## src/rtl/mac_round_sat.sv

```systemverilog
// mac_round_sat: frame accumulator placed after the pipelined mult_signed core.
//
// The operand valid/last flags run through a MULT_LAT-deep delay line so that
// they line up with the product P. Each product is sign-extended to ACC_W bits
// and summed into a frame accumulator. A frame closes on a qualified last flag
// or on its MAX_LEN-th product. On close, the sum is registered three ways:
// full precision, rounded half-up, and saturated to Q1.15.
//
// Ports:
//   CLK       in   1      system clock, rising edge
//   SCLR      in   1      synchronous active-high clear, highest priority
//   IN_VLD    in   1      operand pair presented to the multiplier this cycle
//   IN_LAST   in   1      last operand pair of the frame (qualified by IN_VLD)
//   P         in   32     signed product, valid MULT_LAT cycles after IN_VLD
//   OUT_VLD   out  1      one-cycle result strobe
//   OUT_DATA  out  16     rounded/saturated Q1.15 frame sum
//   OUT_ACC   out  ACC_W  full-precision signed frame sum
//   OUT_SAT   out  1      OUT_DATA was clipped
//   OUT_OVF   out  1      frame was closed by MAX_LEN rather than IN_LAST
module mac_round_sat #(
  parameter int unsigned MULT_LAT = 3,
  parameter int unsigned ACC_W    = 40,
  parameter int unsigned MAX_LEN  = 256
) (
  input  logic             CLK,
  input  logic             SCLR,
  input  logic             IN_VLD,
  input  logic             IN_LAST,
  input  logic [31:0]      P,
  output logic             OUT_VLD,
  output logic [15:0]      OUT_DATA,
  output logic [ACC_W-1:0] OUT_ACC,
  output logic             OUT_SAT,
  output logic             OUT_OVF
);

  localparam int unsigned CNT_W = $clog2(MAX_LEN + 1);

  localparam logic signed [ACC_W-1:0] QMax   = ACC_W'(32767);
  localparam logic signed [ACC_W-1:0] QMin   = -ACC_W'(32768);
  localparam logic signed [ACC_W-1:0] RndAdd = ACC_W'(1 << 14);

  // Flag delay lines, aligned with the multiplier pipeline
  logic [MULT_LAT-1:0] r_vld_sr;
  logic [MULT_LAT-1:0] r_last_sr;

  logic [ACC_W-1:0] r_acc;
  // cnt == 0 marks an empty frame
  logic [CNT_W-1:0] r_cnt;

  logic             r_out_vld;
  logic [15:0]      r_out_data;
  logic [ACC_W-1:0] r_out_acc;
  logic             r_out_sat;
  logic             r_out_ovf;

  logic                    w_vld_d;
  logic                    w_last_d;
  logic signed [ACC_W-1:0] w_sext;
  logic signed [ACC_W-1:0] w_acc_next;
  logic [CNT_W-1:0]        w_cnt_inc;
  logic                    w_close;
  logic signed [ACC_W-1:0] w_rnd;
  logic [15:0]             w_data;
  logic                    w_sat;

  assign w_vld_d  = r_vld_sr[MULT_LAT-1];
  // A last flag without a valid flag carries no meaning
  assign w_last_d = r_last_sr[MULT_LAT-1] & w_vld_d;

  always_comb begin
    w_sext     = ACC_W'($signed(P));
    w_acc_next = (r_cnt == '0) ? w_sext : $signed(r_acc) + w_sext;
    w_cnt_inc  = r_cnt + CNT_W'(1);
    w_close    = w_vld_d & (w_last_d | (w_cnt_inc == CNT_W'(MAX_LEN)));

    // Round half-up in Q1.15. Adding 2^14 before the arithmetic shift does this.
    w_rnd = (w_acc_next + RndAdd) >>> 15;
    w_sat = 1'b0;
    if (w_rnd > QMax) begin
      w_data = 16'h7FFF;
      w_sat  = 1'b1;
    end else if (w_rnd < QMin) begin
      w_data = 16'h8000;
      w_sat  = 1'b1;
    end else begin
      w_data = w_rnd[15:0];
    end
  end

  always_ff @(posedge CLK) begin
    if (SCLR) begin
      r_vld_sr   <= '0;
      r_last_sr  <= '0;
      r_acc      <= '0;
      r_cnt      <= '0;
      r_out_vld  <= 1'b0;
      r_out_data <= '0;
      r_out_acc  <= '0;
      r_out_sat  <= 1'b0;
      r_out_ovf  <= 1'b0;
    end else begin
      r_vld_sr[0]  <= IN_VLD;
      r_last_sr[0] <= IN_LAST & IN_VLD;
      for (int i = 1; i < int'(MULT_LAT); i++) begin
        r_vld_sr[i]  <= r_vld_sr[i-1];
        r_last_sr[i] <= r_last_sr[i-1];
      end

      r_out_vld <= w_close;

      if (w_vld_d) begin
        r_acc <= w_acc_next;
        // On close the count returns to zero, so the next product starts a new
        // frame with no idle cycle in between.
        r_cnt <= w_close ? '0 : w_cnt_inc;
      end

      if (w_close) begin
        r_out_data <= w_data;
        r_out_acc  <= w_acc_next;
        r_out_sat  <= w_sat;
        r_out_ovf  <= ~w_last_d;
      end
    end
  end

  assign OUT_VLD  = r_out_vld;
  assign OUT_DATA = r_out_data;
  assign OUT_ACC  = r_out_acc;
  assign OUT_SAT  = r_out_sat;
  assign OUT_OVF  = r_out_ovf;

endmodule

```

## config.mk

```make
export PLATFORM = sky130hd
export DESIGN_NAME = mac_round_sat
export DESIGN_NICKNAME = d
export VERILOG_FILES = /design/src/rtl/mac_round_sat.sv
export SDC_FILE = /design/constraint.sdc
export NUM_CORES = 1
export LEC_CHECK = 0
export CAP_MARGIN = 25
export CORE_UTILIZATION = 33
export CTS_CLUSTER_DIAMETER = 120
export CTS_CLUSTER_SIZE = 14
export DETAILED_ROUTE_END_ITERATION = 6
export DONT_BUFFER_PORTS = 1
export PLACE_DENSITY = 0.57
export SLEW_MARGIN = 10
export SYNTH_ARGS = -nofsm -noshare
export SYNTH_HDL_FRONTEND = slang
export SYNTH_SLANG_ARGS = --single-unit
```

## constraint.sdc

```tcl
create_clock -name CLK -period 9.7 [get_ports CLK]
set_clock_uncertainty 0.1 [all_clocks]
set_input_delay 0 -clock CLK [delete_from_list [all_inputs] [get_ports CLK]]
set_output_delay 0 -clock CLK [all_outputs]
set_load 0.01 [all_outputs]
```

==> flow_metrics.env, run 1 <==
export IMPL_cts_tree="yes"
export IMPL_power_density_nw_per_um2=146
export IMPL_antenna_found_initial=1
export IMPL_cts_root_buf="clkbuf_16"
export IMPL_tightest_slew_ns=1.01
export IMPL_relSlewSlack=0.323
export IMPL_crit_chain="ha_1 > inv_1 > fa_1 > nand2b_1 > a21oi_2 > o211ai_2 > nor3b_1 > nor3_1 > a21oi_1 > inv_1 > ha_1 > inv_1 > or4_4 > nor4_4 > nand4b_2 > nor2_1 > a21oi_1 > nor4_1 > nand4_1 > o31ai_4 > a211oi_2 > dlygate4sd3_1"
export IMPL_fin_crit_sh=0.630
export IMPL_cp_slowest_cell="o31ai_4"
export IMPL_rsz0062_at_grt="false"
export IMPL_drc=0
export IMPL_setup_ws_ns=3.59
export IMPL_critPathArrivalTime_ns=6.32
export IMPL_finalHoldViolations=0
export IMPL_synth_xor_area_frac=0.0431
export IMPL_worstSkewPairLatency_ns=0.43
export IMPL_cpMostUsedCell="inv_1"
export IMPL_setup_viol=0
export IMPL_synth_compound_area_share=0.297
export IMPL_htree_levels=4
export IMPL_ios=95
export IMPL_cts_hold_buf=34
export IMPL_grt_ovfl_total=0
export IMPL_grtUsageTotal=0.208
export IMPL_synth_seq_cells=114
export IMPL_max_stage_delay_ns=0.80
export IMPL_startpoint="r_acc[0]$_SDFFE_PP0P_"
export IMPL_via_count=7786
export IMPL_num_rows=56
export IMPL_dr_pass1_iters=7
export IMPL_cts_setup_buffers=0
export IMPL_crit_path_end="OUT_DATA[6]$_SDFFE_PP0P_"
export IMPL_netlist_instances=1028
export IMPL_drive_gt1_frac=0.0948
export IMPL_areaGrowthSynthToFinish_pct=13.9
export IMPL_synth_nets=1107
export IMPL_cts_buffers=17
export IMPL_yosysTopAreaCell="dfxtp_1"
export IMPL_cts_resized=0
export IMPL_synthTopCellsByArea="dfxtp_1, a211oi_1, nor2_1"
export IMPL_coreArea_um2=23800
export IMPL_vdd_drop_max_v=0.0000824
export IMPL_totalWireLength_um=26000
export IMPL_slew_viol_final=0
export IMPL_synth_top_family_by_area="compound AO/OA/AOI/OAI gates"
export IMPL_grt_pass1_wl_um=40200
export IMPL_synth_warnings=0
export IMPL_io_buffers=0
export IMPL_ys_async_sr_fraction=0
export IMPL_synth_simple_area_share=0.248
export IMPL_min_from="P[29]"
export IMPL_worst_setup_path_end_kind="register"
export IMPL_cp_max_fo=16
export IMPL_cellLeakagePower_nw=3.30
export IMPL_hold_class="primary input to register"
export IMPL_place_ws_ns=4.16
export IMPL_worstReg2RegStart="r_acc[0]$_SDFFE_PP0P_"
export IMPL_hold_depth=2
export IMPL_synth_edff_count=0
export IMPL_cts_buffer_depth=2
export IMPL_start_util=0.341
export IMPL_layout_nets=1100
export IMPL_r2r_end="OUT_DATA[6]$_SDFFE_PP0P_"
export IMPL_dp_hpwl_um=18600
export IMPL_grt_pass1_vias=7210
export IMPL_r2r_cells=22
export IMPL_drtIter0Drc=579
export IMPL_status="completed"
export IMPL_fin_cells=1354
export IMPL_cp_num_cells=22
export IMPL_crit_buf_inv=4
export IMPL_synth_mux_area_frac=0.0187
export IMPL_crit_required_ns=9.91
export IMPL_grt_max_degree=114
export IMPL_cts_sinks=114
export IMPL_tns_ns=0
export IMPL_crit_type="register to register"
export IMPL_cap_viol_max_count=0
export IMPL_yosys_area_top_type_share=0.282
export IMPL_gp_congestion=0.895
export IMPL_critical_path_top_delay_family="simple AND/OR/NAND/NOR gates"
export IMPL_wire_per_inst_um=19.2
export IMPL_ys_seq_area_frac=0.282
export IMPL_fp_dieH_um=159
export IMPL_synthFlopType="dfxtp_1"
export IMPL_r2r_setup_slack_ns=3.59
export IMPL_fmax_ghz=0.164
export IMPL_dp_cells=1287
export IMPL_postLayoutCoreUtil=0.388
export IMPL_fp_dieW_um=159
export IMPL_finalCriticalPeriod_ns=6.11
export IMPL_via_per_inst=5.75
export IMPL_critPathLaunchType="register"
export IMPL_synth_area_um2=8090
export IMPL_synth_cell_types=86
export IMPL_synth_area_per_cell_um2=7.87
export IMPL_holdWs_ns=0.00364
export IMPL_dieArea_um2=25200
export IMPL_ant_nets=0
export IMPL_clk_pin_slew_ns=0.06
export IMPL_fill_cells=2451
export IMPL_yosys_area_share_adder=0.0674
[per-stage QoR]
stage,power [mW],area (um^2)
after floorplan,0.644,8090
after global placement,0.680,8250
after detailed placement,0.681,8260
after CTS,1.35,9210
after global routing,1.40,9220
final,1.34,9220
[cell usage in the layout (no fill, tap or decap), drive strengths merged, types with 7 or more instances in the layout]
master and n:
nor2 167, dfxtp 114, a211oi 97, nand2 85
a21oi 75, o21ai 53, ha 42, dlygate4sd3 33
nand3 23, clkbuf 23, nand4 22, nor3 21
xor2 21, xnor2 18, inv 16, mux2i 14
a21o 14, o211ai 14, and3 13, a31oi 12
o21a 11, nor4 10, o31ai 9, nand2b 8
or2 8, or3 7, nor2b 7, buf 7
[sequential cells by signal (all words and copies together) (netlist names)]
name	flops
OUT_SAT	1
OUT_DATA	16
r_last_sr	3
r_vld_sr	3
OUT_VLD	1
OUT_ACC	40
r_cnt	9
r_acc	40
OUT_OVF	1
[cell families (layout without fill, tap and decap cells)]
group,after synthesis,count (layout)
AND/OR/NAND/NOR,402,402
multiplexers,15,15
flip-flops,114,114
other,0,1
adder cells (fa/ha/maj),43,43
AO/OA/AOI/OAI,333,333
XOR/XNOR,39,39
buffers and inverters,82,88
[per-layer routing]
| layer | vias to the layer above | track usage | share of wire |
|---|---|---|---|
| li1 | 3811 | - | - |
| met5 | - | 0 | 0 |
| met2 | 275 | 0.337 | 0.45 |
| met4 | 0 | 0.0769 | 0.023 |
| met3 | 47 | 0.0629 | 0.078 |
| met1 | 3653 | 0.259 | 0.44 |
[synthesized netlist by cell type, drive strengths merged (9+ instances only)]
master,n
nand2,85
nand3,23
nand4,22
mux2i,14
xnor2,18
a21oi,75
dfxtp,114
and3,13
nor4,10
clkbuf,49
o21ai,53
nor3,21
a21o,14
xor2,21
o21a,11
nor2,167
o31ai,9
o211ai,14
inv,16
a31oi,12
buf,17
a211oi,97
ha,42
[layout make-up]
| class | count | area [um^2] | share of cell area |
|---|---|---|---|
| flip-flops and latches | 114 | 2280 | 0.248 |
| clock inverters | 9 | 130 | 0.0141 |
| clock buffers | 23 | 468 | 0.0508 |
| multi-input cells | 832 | 5470 | 0.593 |
| well taps | 319 | 399 | 0.0433 |
| diodes | 1 | 2.50 | 0.000272 |
| inverters | 16 | 60.1 | 0.00652 |
| repair buffers | 40 | 407 | 0.0441 |
[worst min-delay path by stage]
| stage | endpoint |
|---|---|
| final | r_acc[29]$_SDFFE_PP0P_ |
| after detailed placement | OUT_DATA[10]$_SDFFE_PP0P_ |
| after floorplan | r_last_sr[0]$_SDFF_PP0_ |
| after global placement | OUT_DATA[10]$_SDFFE_PP0P_ |
| after CTS | OUT_ACC[1]$_SDFFE_PP0P_ |
| after global routing | r_acc[29]$_SDFFE_PP0P_ |
[report_power, final]
part	leakage, nW	switching (mW)	internal (mW)
logic	2.08	0.140	0.0754
clock network	0.291	0.232	0.417
registers	0.922	0.00514	0.476
total	3.30	0.377	0.968
Power figures use the tool's default switching activity.
==> inputs of run 2 (changes only) <==
clock period = 6.15 ns   (was 9.7 ns; I/O delays follow)
==> run 2 against run 1 <==
The run now ends with hold timing left. Power grew 56%. Combinational power grew 56%. Global-route usage grew 0.088 points. Worst setup slack lost 3.1 ns. Sequential power grew 58%. Non-clock buffer count is the same. Final cell count is essentially flat. Clock-buffer cell count shrank 6. Critical endpoint is now OUT_DATA[7]$_SDFFE_PP0P_.
==> flow_metrics.env, run 2 (synthesis results as in run 1) <==
export IMPL_status="finished with violations"
export IMPL_violations="hold timing"
export IMPL_cts_setup_buffers=0
export IMPL_cpMostUsedCell="inv_1"
export IMPL_layout_nets=1100
export IMPL_relSlewSlack=0.383
export IMPL_worstReg2RegStart="r_acc[0]$_SDFFE_PP0P_"
export IMPL_max_stage_delay_ns=0.58
export IMPL_cp_max_fo=16
export IMPL_dp_hpwl_um=18800
export IMPL_final_cell_mix="nor2_1, dfxtp_1, a211oi_1"
export IMPL_via_per_inst=5.67
export IMPL_fp_dieH_um=159
export IMPL_crit_chain="ha_1 > inv_1 > fa_1 > nand2b_1 > a21oi_2 > o211ai_2 > nor3b_1 > nor3_1 > a21oi_1 > inv_1 > ha_1 > inv_1 > or4_4 > nor2_1 > nor4b_1 > nand4b_1 > xnor2_1 > nand2_1 > o31ai_4 > buf_4 > a211oi_2 > dlygate4sd3_1"
export IMPL_grt_pass1_wl_um=40300
export IMPL_cts_root_buf="clkbuf_16"
export IMPL_totalWireLength_um=26000
export IMPL_hold_class="primary input to register"
export IMPL_drive_gt1_frac=0.102
export IMPL_hold_depth=2
export IMPL_coreArea_um2=23800
export IMPL_cellLeakagePower_nw=3.29
export IMPL_dieArea_um2=25200
export IMPL_start_util=0.341
export IMPL_setup_viol=0
export IMPL_cts_buffer_depth=2
export IMPL_place_ws_ns=0.986
export IMPL_cts_buffers=17
export IMPL_ios=95
export IMPL_clk_pin_slew_ns=0.06
export IMPL_ff_latch_area_um2=2280
export IMPL_power_density_nw_per_um2=227
export IMPL_vdd_drop_max_v=0.000140
export IMPL_hold_end="r_acc[29]$_SDFFE_PP0P_"
export IMPL_r2r_setup_slack_ns=0.51
export IMPL_r2r_end="OUT_DATA[7]$_SDFFE_PP0P_"
export IMPL_htree_levels=4
export IMPL_cts_tree="yes"
export IMPL_grt_ovfl_total=0
export IMPL_fin_crit_sh=0.917
export IMPL_critical_path_top_delay_family="simple AND/OR/NAND/NOR gates"
export IMPL_r2r_cells=22
export IMPL_fmax_ghz=0.177
export IMPL_holdWs_ns=-0.0120
export IMPL_grtUsageTotal=0.209
export IMPL_io_buffers=0
export IMPL_wire_per_inst_um=19.2
export IMPL_gp_congestion=0.860
export IMPL_grt_max_degree=114
export IMPL_rsz0062_at_grt="false"
export IMPL_cp_slowest_cell="or4_4"
export IMPL_tns_ns=0
export IMPL_num_rows=56
export IMPL_worst_setup_path_end_kind="register"
export IMPL_worstSkewPairLatency_ns=0.43
export IMPL_critPathArrivalTime_ns=5.85
export IMPL_crit_buf_inv=5
export IMPL_multi_input_area_um2=5480
export IMPL_areaGrowthSynthToFinish_pct=13.7
export IMPL_cp_num_cells=22
export IMPL_grt_pass1_vias=7160
export IMPL_finalHoldViolations=2
export IMPL_slew_viol_final=0
export IMPL_drtIter0Drc=660
export IMPL_dr_pass1_iters=5
export IMPL_min_from="P[29]"
export IMPL_drc=0
export IMPL_crit_type="register to register"
export IMPL_cts_sinks=114
export IMPL_fp_dieW_um=159
export IMPL_crit_required_ns=6.36
export IMPL_tightest_slew_ns=0.902
export IMPL_ant_nets=0
export IMPL_antenna_found_initial=0
export IMPL_cap_viol_max_count=0
export IMPL_diodes=0
export IMPL_critPathLaunchType="register"
export IMPL_finalCriticalPeriod_ns=5.64
export IMPL_via_count=7668
export IMPL_setup_ws_ns=0.513
export IMPL_final_common_cell="nor2_1"
export IMPL_fill_cells=2443
-- run 2: metrics by stage --
step | utilization | power, mW | std cells | cell area [um^2]
2_1_floorplan | - | 1.02 | 1028 | 8090
3_3_place_gp | 0.348 | 1.07 | 1288 | 8260
4_1_cts | 0.387 | 2.11 | 1353 | 9200
3_5_place_dp | 0.348 | 1.07 | 1288 | 8260
6_report | 0.387 | 2.09 | 1353 | 9200
5_1_grt | 0.387 | 2.17 | 1353 | 9200
-- run 2: final cells by class --
type                    instances  area share
clock buffers                  17      0.0462
clock inverters                15      0.0174
inverters                      16     0.00653
multi-input cells             832       0.595
flip-flops and latches        114       0.248
well taps                     319      0.0434
repair buffers                 40      0.0435
-- run 2: where the power goes --
part	switching, mW	internal (mW)	leakage [nW]
clock network	0.398	0.599	0.284
registers	0.00830	0.750	0.922
logic	0.219	0.118	2.09
total	0.626	1.47	3.29
-- run 2: worst max path at each step --
stage                                 from                         to  slack [ns]
floorplan            r_cnt[0]$_SDFFE_PP0P_  OUT_DATA[10]$_SDFFE_PP0P_        1.17
global placement    r_acc[13]$_SDFFE_PP0P_   OUT_DATA[4]$_SDFFE_PP0P_        1.00
detailed placement   r_acc[0]$_SDFFE_PP0P_   OUT_DATA[4]$_SDFFE_PP0P_        0.99
CTS                 r_acc[13]$_SDFFE_PP0P_   OUT_DATA[7]$_SDFFE_PP0P_        0.45
global route         r_acc[0]$_SDFFE_PP0P_   OUT_DATA[7]$_SDFFE_PP0P_        0.09
finish               r_acc[0]$_SDFFE_PP0P_   OUT_DATA[7]$_SDFFE_PP0P_        0.51
-- run 2: routing by layer --
metal	part of all wire	vias to the layer above	global-route usage
met3	0.077	46	0.0550
met1	0.44	3570	0.266
met2	0.46	245	0.338
met4	0.022	0	0.0760
li1	-	3807	-
met5	0	-	0
-- run 2: timing repair --
item                       CTS  global route
setup endpoints to repair    0             2
hold buffers                33             0
gates resized for setup      0             2
hold endpoints to repair   114             0
==> inputs of run 3 (changes only) <==
--- a/config.mk
+++ b/config.mk
@@ -7,4 +7,5 @@
 export LEC_CHECK = 0
 export CAP_MARGIN = 25
+export CORE_MARGIN = 4
 export CORE_UTILIZATION = 33
 export CTS_CLUSTER_DIAMETER = 120
@@ -13,4 +14,5 @@
 export DONT_BUFFER_PORTS = 1
 export PLACE_DENSITY = 0.57
+export RECOVER_POWER = 50
 export SLEW_MARGIN = 10
 export SYNTH_ARGS = -nofsm -noshare
--- a/constraint.sdc
+++ b/constraint.sdc
@@ -3,3 +3,3 @@
 set_input_delay 0 -clock CLK [delete_from_list [all_inputs] [get_ports CLK]]
 set_output_delay 0 -clock CLK [all_outputs]
-set_load 0.01 [all_outputs]
+set_load 0.05 [all_outputs]
==> run 3 against run 2 <==
Sequential share of layout area decreased by 0.14 points. Sequential power is essentially flat. Maximum frequency fell by 0.91%. The run ends with capacitance limit, slew limit left. Flip-flop and latch count unchanged. Combinational power grew 1%. Die area rose by 7.7%. Final area is 0.52% higher. Final cell count increased by 0.67%. Critical path depth up 1. Core utilization fell by 0.60 points. Clock-buffer cell count is 3 higher. Clock power barely moved.
==> flow_metrics.env, run 3 (synthesis results as in run 1) <==
export IMPL_drc=0
export IMPL_cts_root_buf="clkbuf_16"
export IMPL_cp_max_fo=16
export IMPL_clk_pin_slew_ns=0.06
export IMPL_wire_per_inst_um=19.2
export IMPL_io_buffers=0
export IMPL_slew_viol_final=87
export IMPL_design_area_um2=9250
export IMPL_ff_latch_area_um2=2280
export IMPL_final_cell_mix="nor2_1, dfxtp_1, a211oi_1"
export IMPL_critPathLaunchType="register"
export IMPL_layout_nets=1104
export IMPL_finalCriticalPeriod_ns=5.69
export IMPL_cts_sinks=114
export IMPL_antenna_found_initial=1
export IMPL_fp_dieW_um=165
export IMPL_gp_congestion=0.933
export IMPL_htree_levels=4
export IMPL_fin_crit_sh=0.925
export IMPL_crit_type="register to register"
export IMPL_ios=95
export IMPL_holdWs_ns=0.0102
export IMPL_postLayoutCoreUtil=0.382
export IMPL_status="finished with violations"
export IMPL_areaGrowthSynthToFinish_pct=14.3
export IMPL_crit_buf_inv=5
export IMPL_rsz0062_at_grt="false"
export IMPL_crit_required_ns=6.42
export IMPL_fp_dieH_um=165
export IMPL_cts_buffer_depth=2
export IMPL_place_ws_ns=0.726
export IMPL_finalHoldViolations=0
export IMPL_placed_area_um2=8280
export IMPL_multi_input_area_um2=5480
export IMPL_fill_cells=2526
export IMPL_critPathArrivalTime_ns=5.96
export IMPL_grt_max_degree=114
export IMPL_grt_ovfl_total=0
export IMPL_hold_depth=2
export IMPL_via_per_inst=5.68
export IMPL_critical_path_top_delay_family="simple AND/OR/NAND/NOR gates"
export IMPL_totalWireLength_um=26100
export IMPL_start_util=0.334
export IMPL_dieArea_um2=27100
export IMPL_vdd_drop_max_v=0.000135
export IMPL_grt_pass1_wl_um=40500
export IMPL_via_count=7736
export IMPL_hold_class="primary input to register"
export IMPL_fmax_ghz=0.176
export IMPL_setup_ws_ns=0.460
export IMPL_drive_gt1_frac=0.100
export IMPL_grtUsageTotal=0.190
export IMPL_cpMostUsedCell="inv_1"
export IMPL_r2r_cells=23
export IMPL_cp_num_cells=23
export IMPL_drtIter0Drc=683
export IMPL_cts_tree="yes"
export IMPL_cp_slowest_cell="or4_4"
export IMPL_worst_setup_path_end_kind="register"
export IMPL_crit_chain="ha_1 > inv_1 > fa_1 > nand2b_1 > a21oi_2 > o211ai_2 > nor3b_1 > nor3_1 > a21oi_1 > inv_1 > ha_1 > inv_1 > or4_4 > nor4_4 > nand4b_2 > o31a_1 > nor4_2 > o211ai_1 > o41ai_4 > buf_6 > nand2_2 > a211oi_2 > dlygate4sd3_1"
export IMPL_startpoint="r_acc[0]$_SDFFE_PP0P_"
export IMPL_relSlewSlack=-1.58
export IMPL_violations="capacitance limit, slew limit"
export IMPL_worstSkewPairLatency_ns=0.42
export IMPL_cap_viol_max_count=1
export IMPL_power_density_nw_per_um2=228
export IMPL_r2r_end="OUT_DATA[10]$_SDFFE_PP0P_"
export IMPL_cellLeakagePower_nw=3.30
export IMPL_num_rows=57
export IMPL_cts_buffers=17
export IMPL_dp_hpwl_um=18700
export IMPL_dp_cells=1294
export IMPL_r2r_setup_slack_ns=0.46
export IMPL_diodes=0
export IMPL_fin_cells=1362
export IMPL_coreArea_um2=24200
export IMPL_setup_viol=0
export IMPL_hold_end="r_acc[28]$_SDFFE_PP0P_"
export IMPL_tightest_slew_ns=3.87
export IMPL_power_mw=2.11
export IMPL_min_from="P[28]"
export IMPL_grt_pass1_vias=7112
export IMPL_dr_pass1_iters=5
export IMPL_tns_ns=0
export IMPL_max_stage_delay_ns=0.58
export IMPL_ant_nets=0
export IMPL_worstReg2RegStart="r_acc[0]$_SDFFE_PP0P_"
export IMPL_final_common_cell="nor2_1"
-- run 3: cell types whose count changed in the layout (fill, tap and decap cells not counted), moves of 2 or more --
cell	previous run	this run
dlygate4sd3_1	32	34
clkinv_4	6	3
clkbuf_8	0	2
clkbuf_1	0	2
-- run 3: layout make-up --
cell class | count | area share
repair buffers | 44 | 0.0471
clock buffers | 20 | 0.0494
clock inverters | 12 | 0.0143
flip-flops and latches | 114 | 0.247
inverters | 16 | 0.00649
multi-input cells | 832 | 0.592
well taps | 324 | 0.0438
-- run 3: where the power goes --
| part | leakage, nW | internal (mW) | switching, mW | total [mW] |
|---|---|---|---|---|
| clock | 0.282 | 0.618 | 0.385 | 1.00 |
| sequential | 0.922 | 0.751 | 0.0109 | 0.762 |
| combinational | 2.10 | 0.121 | 0.220 | 0.341 |
| total | 3.30 | 1.49 | 0.616 | 2.11 |
-- run 3: what timing repair did --
action / in CTS / in global routing
resized for setup: 0 / 3
hold buffers: 35 / 0
setup endpoints to repair: 0 / 1
hold endpoints to repair: 114 / 0
setup buffers: 0 / 1
-- run 3: how the worst max path moves through the flow --
| stage | to | slack [ns] |
|---|---|---|
| 2_1_floorplan | OUT_DATA[10]$_SDFFE_PP0P_ | 1.17 |
| 3_3_place_gp | OUT_DATA[3]$_SDFFE_PP0P_ | 0.79 |
| 3_5_place_dp | OUT_DATA[0]$_SDFFE_PP0P_ | 0.73 |
| 4_1_cts | OUT_DATA[10]$_SDFFE_PP0P_ | 0.20 |
| 5_1_grt | OUT_DATA[10]$_SDFFE_PP0P_ | 0.06 |
| 6_report | OUT_DATA[10]$_SDFFE_PP0P_ | 0.46 |
-- run 3: routing by layer --
layer  wire length [um]  track usage  vias to the layer above
met5                 13            0                        -
met4                484       0.0537                        2
met3               1890       0.0487                       41
met2              12100        0.306                      215
met1              11600        0.251                     3666
li1                   -            -                     3812
